<file path="src/rtl/grid_scan_driver.sv">
// Row-multiplexed 8x8 LED driver with a double-buffered grid and a generation pacing tick.
// Define GRID_SCAN_DIM_EN to add the 3-bit duty input that shortens the row drive within each dwell.
module grid_scan_driver #(
    parameter int ROW_CYCLES     = 1000,
    parameter int BLANK_CYCLES   = 4,
    parameter int FRAMES_PER_GEN = 30
) (
    input  logic        clk,
    input  logic        reset,
    input  logic        enable,
`ifdef GRID_SCAN_DIM_EN
    input  logic [2:0]  duty,
`endif
    input  logic [63:0] grid_in,
    input  logic        grid_valid,
    output logic        grid_ready,
    output logic [7:0]  row_sel,
    output logic [7:0]  col_data,
    output logic        frame_done,
    output logic        gen_tick
);

    localparam int DWELL_MAX = (ROW_CYCLES > BLANK_CYCLES) ? ROW_CYCLES : BLANK_CYCLES;
    localparam int DW = $clog2(DWELL_MAX);
    localparam int FW = (FRAMES_PER_GEN > 1) ? $clog2(FRAMES_PER_GEN) : 1;
    localparam logic [DW-1:0] ROW_LAST   = DW'(ROW_CYCLES - 1);
    localparam logic [DW-1:0] BLANK_LAST = DW'(BLANK_CYCLES - 1);
    localparam logic [FW-1:0] FRAME_LAST = FW'(FRAMES_PER_GEN - 1);

    typedef enum logic [1:0] {IDLE, BLANK, DRIVE} state_t;

    state_t          state_reg;
    logic [2:0]      row_reg;
    logic [DW-1:0]   dwell_reg;
    logic [FW-1:0]   frame_reg;
    logic [63:0]     pending_reg;
    logic [63:0]     shadow_reg;
    logic [31:0]     on_len;

    // Number of dwell cycles at the start of each row during which the row is lit.
`ifdef GRID_SCAN_DIM_EN
    assign on_len = (({29'd0, duty} + 32'd1) * 32'(ROW_CYCLES)) >> 3;
`else
    assign on_len = 32'(ROW_CYCLES);
`endif

    function automatic logic [7:0] row_drive(input logic [2:0] r, input logic [DW-1:0] d);
        row_drive = (32'(d) < on_len) ? (8'h01 << r) : 8'h00;
    endfunction

    // grid_ready doubles as the "pending empty" flag, so capture and swap never coincide.
    always_ff @(posedge clk or negedge reset) begin
        if (!reset) begin
            state_reg   <= IDLE;
            row_reg     <= 3'd0;
            dwell_reg   <= '0;
            frame_reg   <= '0;
            pending_reg <= 64'd0;
            shadow_reg  <= 64'd0;
            grid_ready  <= 1'b1;
            row_sel     <= 8'h00;
            col_data    <= 8'h00;
            frame_done  <= 1'b0;
            gen_tick    <= 1'b0;
        end else begin
            frame_done <= 1'b0;
            gen_tick   <= 1'b0;
            if (grid_valid && grid_ready) begin
                pending_reg <= grid_in;
                grid_ready  <= 1'b0;
            end
            if (!enable) begin
                state_reg <= IDLE;
                row_reg   <= 3'd0;
                dwell_reg <= '0;
                frame_reg <= '0;
                row_sel   <= 8'h00;
                col_data  <= 8'h00;
            end else begin
                case (state_reg)
                    IDLE: begin
                        if (!grid_ready) begin
                            shadow_reg <= pending_reg;
                            grid_ready <= 1'b1;
                        end
                        row_reg   <= 3'd0;
                        dwell_reg <= '0;
                        row_sel   <= 8'h00;
                        col_data  <= 8'h00;
                        state_reg <= BLANK;
                    end
                    BLANK: begin
                        if (dwell_reg == BLANK_LAST) begin
                            dwell_reg <= '0;
                            row_sel   <= row_drive(row_reg, '0);
                            col_data  <= shadow_reg[{row_reg, 3'b000} +: 8];
                            state_reg <= DRIVE;
                        end else begin
                            dwell_reg <= dwell_reg + 1'b1;
                        end
                    end
                    DRIVE: begin
                        if (dwell_reg == ROW_LAST) begin
                            dwell_reg <= '0;
                            row_sel   <= 8'h00;
                            col_data  <= 8'h00;
                            state_reg <= BLANK;
                            if (row_reg == 3'd7) begin
                                row_reg    <= 3'd0;
                                frame_done <= 1'b1;
                                if (!grid_ready) begin
                                    shadow_reg <= pending_reg;
                                    grid_ready <= 1'b1;
                                end
                                if (frame_reg == FRAME_LAST) begin
                                    gen_tick  <= 1'b1;
                                    frame_reg <= '0;
                                end else begin
                                    frame_reg <= frame_reg + 1'b1;
                                end
                            end else begin
                                row_reg <= row_reg + 3'd1;
                            end
                        end else begin
                            dwell_reg <= dwell_reg + 1'b1;
                            row_sel   <= row_drive(row_reg, dwell_reg + 1'b1);
                        end
                    end
                    default: state_reg <= IDLE;
                endcase
            end
        end
    end

endmodule

</file>
<file path="config.mk">
export PLATFORM = sky130hd
export DESIGN_NAME = grid_scan_driver
export DESIGN_NICKNAME = d
export VERILOG_FILES = /design/src/rtl/grid_scan_driver.sv
export SDC_FILE = /design/constraint.sdc
export NUM_CORES = 1
export LEC_CHECK = 0
export ABC_CLOCK_PERIOD_IN_PS = 2800
export BUFFER_PORTS_ARGS = -buffer_cell sky130_fd_sc_hd__buf_2
export CAP_MARGIN = 20
export CORE_MARGIN = 10
export CORE_UTILIZATION = 58
export DETAILED_ROUTE_END_ITERATION = 8
export PLACE_DENSITY = 0.79
export SETUP_SLACK_MARGIN = 0.1
export SYNTH_ARGS = -nofsm -noshare
export SYNTH_HDL_FRONTEND = slang
export SYNTH_SLANG_ARGS = --single-unit
</file>
<file path="constraint.sdc">
create_clock -name clk -period 2.8 [get_ports clk]
set_input_delay 0.28 -clock clk [delete_from_list [all_inputs] [get_ports clk]]
set_output_delay 0.28 -clock clk [all_outputs]
set_load 0.005 [all_outputs]
</file>
Word level (Yosys, flattened, before mapping)
Cells that the tools add are included.
Widths: inputs -> output; s select.
- bits of input ports: 68
- bits in registers: 167
- muxes and demuxes: 45
- $add $sub $neg: 3
- shift operators: 2
- order comparisons: 1
- equality and inequality tests: 15
- reductions and logical operators: 9
- operators with widths (operator ; number):
    $mux 64 ; 3
    $pmux 64 s2 ; 1
    $shiftx 64x7->8 ; 1
    $mux 8 ; 7
    $pmux 8 s3 ; 2
    $mux 10 ; 3
    $pmux 10 s3 ; 1
    $mux 5 ; 5
    $mux 1 ; 14
    $add 10x1->10 const B ; 1
    $eq 10x10->1 const B ; 1
    $eq 10x2->1 const B ; 1
    $lt 10x10->1 const B ; 1
    $mux 3 ; 3
    $shl 1x3->8 const A ; 1
    $mux 2 ; 3
    $ne 2x1->1 const B ; 3
    $ne 3x3->1 const B ; 2
    $pmux 2 s3 ; 1
    $pmux 3 s2 ; 1
    $reduce_and 2->1 ; 3
    $reduce_and 3->1 ; 2
    $add 5x1->5 const B ; 1
    $eq 5x5->1 const B ; 1
    other kinds (12) ; 13

Longest topological paths before layout
Gate-level depths: netlist of run 1.
- depth after elaboration: 7
- gate-level depth with buffers: 9
- gate-level depth less buffers: 7

Worst setup path after synthesis of run 1
OpenSTA, ideal clock, no wires.
- path type: flip-flop to flip-flop
- start point: register dwell_reg[0]
- end point: register shadow_reg[10]
- required time: 2675 ps
- library setup time: 125 ps
- period minus slack after synthesis: 2130 ps
- path slack: 670 ps
- arrival time: 2005 ps
- cell stages (with the launch flop): 10
- path through: dfrtp_1 -> ha_1 -> buf_2 -> and4_1 -> buf_4 -> a31oi_1 -> or3_1 -> buf_6 -> buf_12 -> mux2_4
- cells in the longest elaborated chain, start to end: 3
- ends and longest elaborated chain (item ; RTL line ; text):
    from (decl) ; 34 ; logic [DW-1:0] dwell_reg;
    from (signal assigned) ; 99 ; dwell_reg <= dwell_reg + 1'b1;
    from (signal assigned) ; 125 ; dwell_reg <= dwell_reg + 1'b1;
    $eq 10x10->1 ; 103 ; if (dwell_reg == ROW_LAST) begin
    $ne 2x2->1 (no line) ; - ;
    $reduce_and 4->1 (no line) ; - ;
    to (signal assigned) ; 83 ; shadow_reg <= pending_reg;
    to (signal assigned) ; 112 ; shadow_reg <= pending_reg;
    to (decl) ; 37 ; logic [63:0] shadow_reg;
No other way between the ends.
A chain may end at the register's enable or synchronous reset.

Worst setup path in the final report of run 1
- start point: register dwell_reg[0]
- end point: register col_data[5]
- cells in the longest elaborated chain, start to end: 3
- ends and longest elaborated chain (item ; RTL line ; text):
    $eq 10x10->1 / $eq 10x2->1 (equally long branches) ; 103, 93 ;
    $ne 3x3->1 (no line) ; - ;
    $reduce_and 3->1 (no line) * ; - ;
    to (signal assigned) ; 96 ; col_data <= shadow_reg[{row_reg, 3'b000} +: 8];
    to (decl) ; 18 ; output logic [7:0] col_data,
Every way passes the cells marked *; elsewhere a longest branch is shown, timed or not.

==> impl_metrics.ini, run 1 <==
[status]
status = finished, final reports clean

[sta]
setup_tns_ns = 0
worstMarginPinSlew_ns = 0.660
rsz0062_at_grt = false
worst_slack_ns = 0.306
setup_viol = 0
hold_viol = 0
layout_min_cycle_time_ns = 2.49
fin_crit_sh_pct = 89.1
slew_headroom_pct = 56.0
fmax_mhz = 401
drv_slew = 0
fin_worst_skew_ns = 0.00889

[floorplan]
rows = 41
die_w_um = 134
core_area_um2 = 12700
die_area_um2 = 18000
start_util_pct = 59.6
ios = 87
fp.dieH_um = 134

[cells_and_area]
fillers = 901
area_growth_pct = 15.0
drive_gt1_share_pct = 45.6
n_antenna_cell = 0
layout.cells.non_filler = 780
nets = 677

[min_path]
min_to = pending_reg[28]
min_path_cells = 2
worstHoldStart = grid_in[28]
hp-class = in2reg

[logic_synthesis]
mappedNetlistArea_um2 = 7580
synth_edf_count = 0
yosysUniqueCellTypes = 53
seq_area_frac_synth_pct = 55.1
synth_ff_type = dfrtp_1
synth_top_area_share_pct = 54.8
syn_nets = 589
synth_area_per_cell_um2 = 14.9
yosys-top-cells-area = dfrtp_1, mux2_4, mux2_2
synth_area_leader_cell = dfrtp_1
async_reset_ff_share_pct = 100
synth_common_cells = dfrtp_1, mux2_2, mux2_4
yosysMostFrequentCell = dfrtp_1
synth.ff_latch_count = 167
yosysWarnings = 0
synthCells = 509

[clock_network]
cts_inserted_buffers = 17
cts_sinks = 167
root_buffer = clkbuf_16
clk_pin_slew_ns = 0.06
cts-htree-levels = 4
insertion_delay_ns = 0.42
cts_buffer_depth = 2
cts_tree = done
ctsResizeCount = 0

[global_route]
grt_pass1_wl_um = 25200
grt_pass1_vias = 4737
overflow = 0
grt_max_degree = 74
antenna_found_initial = 0
grt_use_total_pct = 17.5

[critical_path]
crit_path_start_kind = flip-flop
crit_type = reg2reg
reg2reg_from = dwell_reg[0]
required_ns = 3.11
regToRegSetupSlack_ns = 0.31
endpoint_kind = flip-flop
r2r_end = col_data[5]
reg2reg_depth = 6
worstPathMaxFanout = 10
crit_arrival_ns = 2.80

[routing]
drtIter0Drc = 437
vias = 4496
drc = 0
postRouteAntennaNets = 0
wire_per_inst_um = 19.5
drtPass1Iterations = 5
routed_wl_um = 15200
routed_via_density = 5.76

[placed_design]
placed_cells = 748
port-buffer-count = 86
dp_hpwl_um = 10300
dp_slack_ns = 0.289
place.gp.congestion = 0.908

[power_and_ir_drop]
pwr_density_cell_nw_per_um2 = 1040
vdd_ir_drop_max_uv = 651
p_leak_uw = 0.00415

[flow_run]
cap_violations = 0
layout make-up:
class	instances	area, um^2	share of cell area (%)
multi-input combinational	305	3140	36.0
clock inverter	10	120	1.38
inverter	9	33.8	0.388
timing repair buffer	97	559	6.42
tap	172	215	2.47
sequential	167	4180	48.0
clock buffer	20	467	5.35
critical path: stages (launching register included):
cell and delay [ns]:
dfrtp_1 0.46, ha_1 0.37, nor4bb_1 0.44, a31o_2 0.24, a21boi_1 0.36, o21ai_1 0.29, o2bb2ai_1 0.22
how the worst max path moves through the flow:
| stage | from | end | slack (ns) |
|---|---|---|---|
| 3_3_place_gp | dwell_reg[0] | col_data[6] | 0.44 |
| 5_1_grt | dwell_reg[0] | col_data[5] | 0.12 |
| 6_report | dwell_reg[0] | col_data[5] | 0.31 |
| 4_1_cts | dwell_reg[0] | col_data[5] | 0.23 |
| 3_5_place_dp | dwell_reg[0] | col_data[7] | 0.29 |
| 2_1_floorplan | dwell_reg[0] | shadow_reg[10] | 0.67 |
cells by family (layout without fill, tap and decap cells):
logic type / count (synthesis) / in the layout / share of synthesized area, %
xor gates and xnor gates: 3 / 3 / 0.347
buffers and inverters: 37 / 136 / 3.52
AOI/OAI and AO/OA: 60 / 60 / 5.78
adders and majority gates: 12 / 12 / 1.98
muxes: 153 / 153 / 27.9
and+or+nand+nor: 77 / 77 / 5.31
DFF: 167 / 167 / 55.1
through the flow:
stage                     hold slack (ns)  area [um^2]  util, %  total power [uW]
after floorplan                   -0.0156         7580        -              6160
after global placement              0.331         8110     63.8              6580
after detailed placement            0.344         8110     63.8              6750
after CTS                          0.0774         8710     68.5              9120
after global routing               0.0717         8720     68.5              9520
final                              0.0882         8720     68.5              9070
per-layer routing:
| metal | routed length (um) | part of all wire (%) | GRT usage [%] |
|---|---|---|---|
| met1 | 6620 | 43 | 22.6 |
| met2 | 7620 | 50 | 28.1 |
| met4 | 115 | 0.76 | 3.69 |
| met5 | 0 | 0 | 0 |
| met3 | 875 | 5.7 | 5.64 |
power by group:
group / total, uW / switching, uW / internal [uW]
clock: 2310 / 933 / 1380
sequential: 4080 / 646 / 3440
combinational: 2670 / 951 / 1720
placed cells by master (no fill, tap or decap), types with 9 or more instances in the layout:
cell type  count
mux2_2        68
nand3_1       10
o2bb2ai_1      9
mux2_4        60
mux4_2        16
mux2i_1        9
nand2_1       20
ha_1          12
o21ai_0        9
dfrtp_1      166
clkbuf_16     17
nor2_1        11
buf_2         85
what timing repair did:
item	4_1_cts	5_1_grt
hold buffers	1	0
buffers inserted	0	1
endpoints found under the hold margin	69	0
setup endpoints to repair	0	8
(Power assumes the default switching activity.)
==> run 2, diff against run 1 <==
--- a/config.mk
+++ b/config.mk
@@ -8,7 +8,6 @@
 export ABC_CLOCK_PERIOD_IN_PS = 2800
 export BUFFER_PORTS_ARGS = -buffer_cell sky130_fd_sc_hd__buf_2
 export CAP_MARGIN = 20
-export CORE_MARGIN = 10
 export CORE_UTILIZATION = 58
 export DETAILED_ROUTE_END_ITERATION = 8
 export PLACE_DENSITY = 0.79
==> constraint.sdc (replaced) <==
create_clock -name clk -period 2.8 [get_ports clk]
set_input_delay 0.28 -clock clk [delete_from_list [all_inputs] [get_ports clk]]
set_output_delay 0.28 -clock clk [all_outputs]
set_load 0.1 [all_outputs]
==> run 2 against run 1 <==
Net effect:
- critical path depth did not move
- routed wire length fell by 3.2%
- first-iteration DRC count fell by 41%
- critical path type unchanged
- highest routed layer unchanged
==> impl_metrics.ini, run 2 (same netlist as run 1, synthesis figures left out) <==
[critical_path]
worstPathMaxFanout = 10
reg2reg_from = dwell_reg[0]
crit_path_start_kind = flip-flop
crit_path_start = dwell_reg[0]
required_ns = 3.11
reg2reg_depth = 6
crit_arrival_ns = 2.83
crit_type = reg2reg
endpoint = col_data[7]
regToRegSetupSlack_ns = 0.28
endpoint_kind = flip-flop
r2r_end = col_data[7]

[sta]
rsz0062_at_grt = false
fin_crit_sh_pct = 89.9
slew_headroom_pct = 57.4
layout_min_cycle_time_ns = 2.52
fin_worst_skew_ns = 0.00832
setup_viol = 0
drv_slew = 0
setup_tns_ns = 0
worstMarginPinSlew_ns = 0.634
fmax_mhz = 397
hold_viol = 0

[floorplan]
core_area_um2 = 12700
die_w_um = 116
ios = 87
start_util_pct = 59.8
fp.dieH_um = 116
rows = 41
die_area_um2 = 13500

[power_and_ir_drop]
p_leak_uw = 0.00414
power_uw = 9300
p_int_uw = 6510
clkPwrFrac_pct = 24.7
switching_share_pct = 30.0
p_sw_uw = 2790
combPwrFrac_pct = 31.8
pwr_density_cell_nw_per_um2 = 1070
pwr-share-seq_pct = 43.6
vdd_ir_drop_max_uv = 579

[routing]
routed_via_density = 5.66
routed_wl_um = 14700
vias = 4425
wire_per_inst_um = 18.8
drc = 0
drtIter0Drc = 260
postRouteAntennaNets = 0
drtPass1Iterations = 4

[placed_design]
placed_cells = 748
place.gp.congestion = 0.875
dp_hpwl_um = 10100
port-buffer-count = 86

[flow_run]
cap_violations = 0

[clock_network]
cts_sinks = 167
cts_tree = done
root_buffer = clkbuf_16
cts_inserted_buffers = 17
insertion_delay_ns = 0.43
cts_buffer_depth = 2
cts-htree-levels = 4
clk_pin_slew_ns = 0.06

[cells_and_area]
layout.cells.non_filler = 782
seq_area_um2 = 4180
fillers = 882
final_cell_mix = dfrtp_1, buf_2, mux2_2
drive_gt1_share_pct = 45.6
area_growth_pct = 14.8
n_antenna_cell = 0
multiInputGateArea_um2 = 3140
nets = 677
layout_commonest_cell = dfrtp_1

[min_path]
hp-class = in2reg

[status]
status = finished, final reports clean

[global_route]
grt_pass1_vias = 4545
grt_pass1_wl_um = 24100
grt_max_degree = 74
grt_use_total_pct = 24.2
antenna_found_initial = 0
overflow = 0
-- run 2: area by class of cell --
type	instances	area share (%)
Clock buffer	20	5.25
Clock inverter	12	1.47
Inverter	9	0.388
Multi-Input combinational cell	305	36.1
Sequential cell	167	48.0
Tap cell	172	2.47
Timing Repair Buffer	97	6.28
-- run 2: worst max-delay path, stage by stage, from the launching register on --
cell and delay, ns:
dfrtp_1 0.46, ha_1 0.39, nor4bb_1 0.42, a31o_2 0.24, a21boi_1 0.37, o21ai_1 0.30
o2bb2ai_1 0.22
-- run 2: what timing repair did --
item	in CTS	in global routing
setup endpoints to repair	0	8
endpoints found under the hold margin	54	0
gates resized for setup	0	0
buffers inserted	0	1
hold buffers	1	0
-- run 2: power groups by stage --
stage               registers (uW)  logic [uW]  clock network, uW
floorplan                     4090        2340                  0
global placement              4000        2840                  0
detailed placement            4070        2960                  0
CTS                           4050        2980               2330
global route                  4170        3160               2430
finish                        4050        2950               2290
-- run 2: per-layer routing --
layer	up-vias	GRT usage (%)	wire length (um)
met5	-	0	0
li1	2048	-	-
met1	2243	32.0	6360
met4	0	7.61	272
met3	22	7.94	839
met2	112	38.1	7270
-- run 2: per-stage QoR --
| stage | hold slack (ns) | cell area [um^2] | util [%] | worst slack, ns |
|---|---|---|---|---|
| after floorplan | -0.0156 | 7580 | - | 0.670 |
| after global placement | 0.275 | 8100 | 63.9 | 0.390 |
| after detailed placement | 0.279 | 8100 | 63.9 | 0.215 |
| after CTS | 0.0645 | 8690 | 68.6 | 0.213 |
| after global routing | 0.0644 | 8700 | 68.7 | 0.0734 |
| final | 0.0739 | 8700 | 68.7 | 0.282 |
-- run 2: worst min path at each step --
| stage | start | end | slack (ns) | cells past startpoint |
|---|---|---|---|---|
| floorplan | reset | col_data[0] | -0.02 | 0 |
| finish | grid_in[62] | pending_reg[62] | 0.07 | 2 |
| detailed placement | reset | row_sel[6] | 0.28 | 1 |
| CTS | grid_in[3] | pending_reg[3] | 0.06 | 2 |
| global placement | reset | row_sel[0] | 0.27 | 1 |
| global route | grid_in[3] | pending_reg[3] | 0.06 | 2 |
==> run 3, diff against run 2 <==
--- a/config.mk
+++ b/config.mk
@@ -5,7 +5,7 @@
 export SDC_FILE = /design/constraint.sdc
 export NUM_CORES = 1
 export LEC_CHECK = 0
-export ABC_CLOCK_PERIOD_IN_PS = 2800
+export ABC_CLOCK_PERIOD_IN_PS = 2500
 export BUFFER_PORTS_ARGS = -buffer_cell sky130_fd_sc_hd__buf_2
 export CAP_MARGIN = 20
 export CORE_UTILIZATION = 58
==> constraint.sdc (replaced) <==
create_clock -name clk -period 2.5 [get_ports clk]
set_input_delay 0.25 -clock clk [delete_from_list [all_inputs] [get_ports clk]]
set_output_delay 0.25 -clock clk [all_outputs]
set_load 0.1 [all_outputs]
==> run 3 against run 2 <==
Net effect:
- die area unchanged
- largest cell class unchanged
- worst hold slack worse by 0.017 ns
- sequential share of layout area down 0.57 points
- register-to-register slack worse by 0.07 ns
- utilization up 0.84 points
- count of clock-buffer cells in the layout up 1
- critical path depth unchanged
- sequential power up 14%
- clock power up 14%
- power up 14%
==> impl_metrics.ini, run 3 (same netlist as run 1, synthesis figures left out) <==
[status]
status = finished, final reports clean

[sta]
slew_headroom_pct = 54.5
rsz0062_at_grt = false
setup_tns_ns = 0
drv_slew = 0
setup_viol = 0
hold_viol = 0
worstMarginPinSlew_ns = 0.683
layout_min_cycle_time_ns = 2.29
fmax_mhz = 436
fin_crit_sh_pct = 91.7
fin_worst_skew_ns = 0.00695

[critical_path]
path_buf_inv = 1
reg2reg_depth = 6
worstPathMaxFanout = 40
reg2reg_from = dwell_reg[8]
regToRegSetupSlack_ns = 0.21
crit_arrival_ns = 2.60
crit_path_start = dwell_reg[8]
critPathTopFamily = simple AND/OR/NAND/NOR gates
critPathMaxStageDelay_ns = 0.46
r2r_end = shadow_reg[18]
required_ns = 2.81
endpoint_kind = flip-flop
cp_slowest_cell = dfrtp_1
crit_chain = and4_4 -> and4_1 -> a31oi_1 -> or3_4 -> buf_12 -> mux2_4
crit_path_start_kind = flip-flop
crit_type = reg2reg

[flow_run]
cap_violations = 0

[global_route]
grt_max_degree = 74
antenna_found_initial = 0
grt_pass1_vias = 4540
grt_pass1_wl_um = 23900
overflow = 0
grt_use_total_pct = 24.1

[cells_and_area]
final_cell_mix = dfrtp_1, buf_2, mux2_2
nets = 681
fin_util_pct = 69.5
multiInputGateArea_um2 = 3180
area_growth_pct = 16.2
n_antenna_cell = 0
seq_area_um2 = 4180
layout_commonest_cell = dfrtp_1
fillers = 881
drive_gt1_share_pct = 46.7

[clock_network]
cts_sinks = 167
cts_inserted_buffers = 17
clk_pin_slew_ns = 0.06
insertion_delay_ns = 0.42
cts_tree = done
cts-htree-levels = 4
root_buffer = clkbuf_16
cts_buffer_depth = 2

[routing]
drc = 0
wire_per_inst_um = 18.9
routed_via_density = 5.77
drtPass1Iterations = 4
vias = 4526
postRouteAntennaNets = 0
routed_wl_um = 14900
drtIter0Drc = 329

[placed_design]
place.gp.congestion = 0.890
dp_hpwl_um = 10200
port-buffer-count = 86

[floorplan]
fp.dieH_um = 116
ios = 87
rows = 41
core_area_um2 = 12700
die_w_um = 116
die_area_um2 = 13500
start_util_pct = 59.8

[min_path]
min_path_cells = 2
min_to = pending_reg[12]
hp-class = in2reg
worstHoldStart = grid_in[12]

[power_and_ir_drop]
pwr_density_cell_nw_per_um2 = 1200
switching_share_pct = 29.7
vdd_ir_drop_max_uv = 774
pwr-share-seq_pct = 43.4
p_int_uw = 7440
clkPwrFrac_pct = 24.7
p_leak_uw = 0.00419
combPwrFrac_pct = 31.9
p_sw_uw = 3140
run 3: through the flow:
step / instance area (um^2) / hold WS, ns / setup WS [ns] / total power (uW) / std cells
after floorplan: 7580 / -0.0456 / 0.370 / 7200 / 509
after global placement: 8170 / 0.311 / 0.185 / 7740 / 752
after detailed placement: 8170 / 0.324 / 0.0654 / 7940 / 752
after CTS: 8780 / 0.0395 / 0.121 / 10600 / 785
final: 8810 / 0.0566 / 0.208 / 10600 / 785
after global routing: 8810 / 0.0405 / 0.133 / 11100 / 785
run 3: worst max path at each step:
stage                                 to  slack, ns  depth (start not counted)
after floorplan           shadow_reg[10]       0.37                          9
after global placement       col_data[1]       0.19                          6
after detailed placement     col_data[2]       0.07                          6
after CTS                 shadow_reg[18]       0.12                          6
after global routing      shadow_reg[18]       0.13                          6
final                     shadow_reg[18]       0.21                          6
run 3: cell type report:
type / count / share of cell area, %
Multi-Input combinational cell: 305 / 36.1
Clock buffer: 21 / 5.23
Timing Repair Buffer: 101 / 6.97
Tap cell: 172 / 2.44
Inverter: 9 / 0.384
Clock inverter: 10 / 1.45
Sequential cell: 167 / 47.5
run 3: power by group through the flow:
stage / clock [uW] / combinational [uW] / sequential (uW)
2_1_floorplan: 0 / 2620 / 4580
3_3_place_gp: 0 / 3210 / 4530
3_5_place_dp: 0 / 3350 / 4600
4_1_cts: 2650 / 3390 / 4580
5_1_grt: 2780 / 3610 / 4700
6_report: 2610 / 3370 / 4600
run 3: what timing repair did:
action / CTS / global route
buffers inserted: 1 / 0
resized for setup: 1 / 6
hold endpoints to repair: 69 / 0
endpoints found under the setup margin: 11 / 85
hold buffers: 1 / 0
pin swaps: 1 / 0
run 3: per-layer routing:
layer	vias up	global-route usage [%]	share of wire, %
met5	-	0	0
met4	0	8.89	1.7
met3	23	5.97	4.8
met2	111	38.5	51
met1	2329	32.1	42
li1	2063	-	-
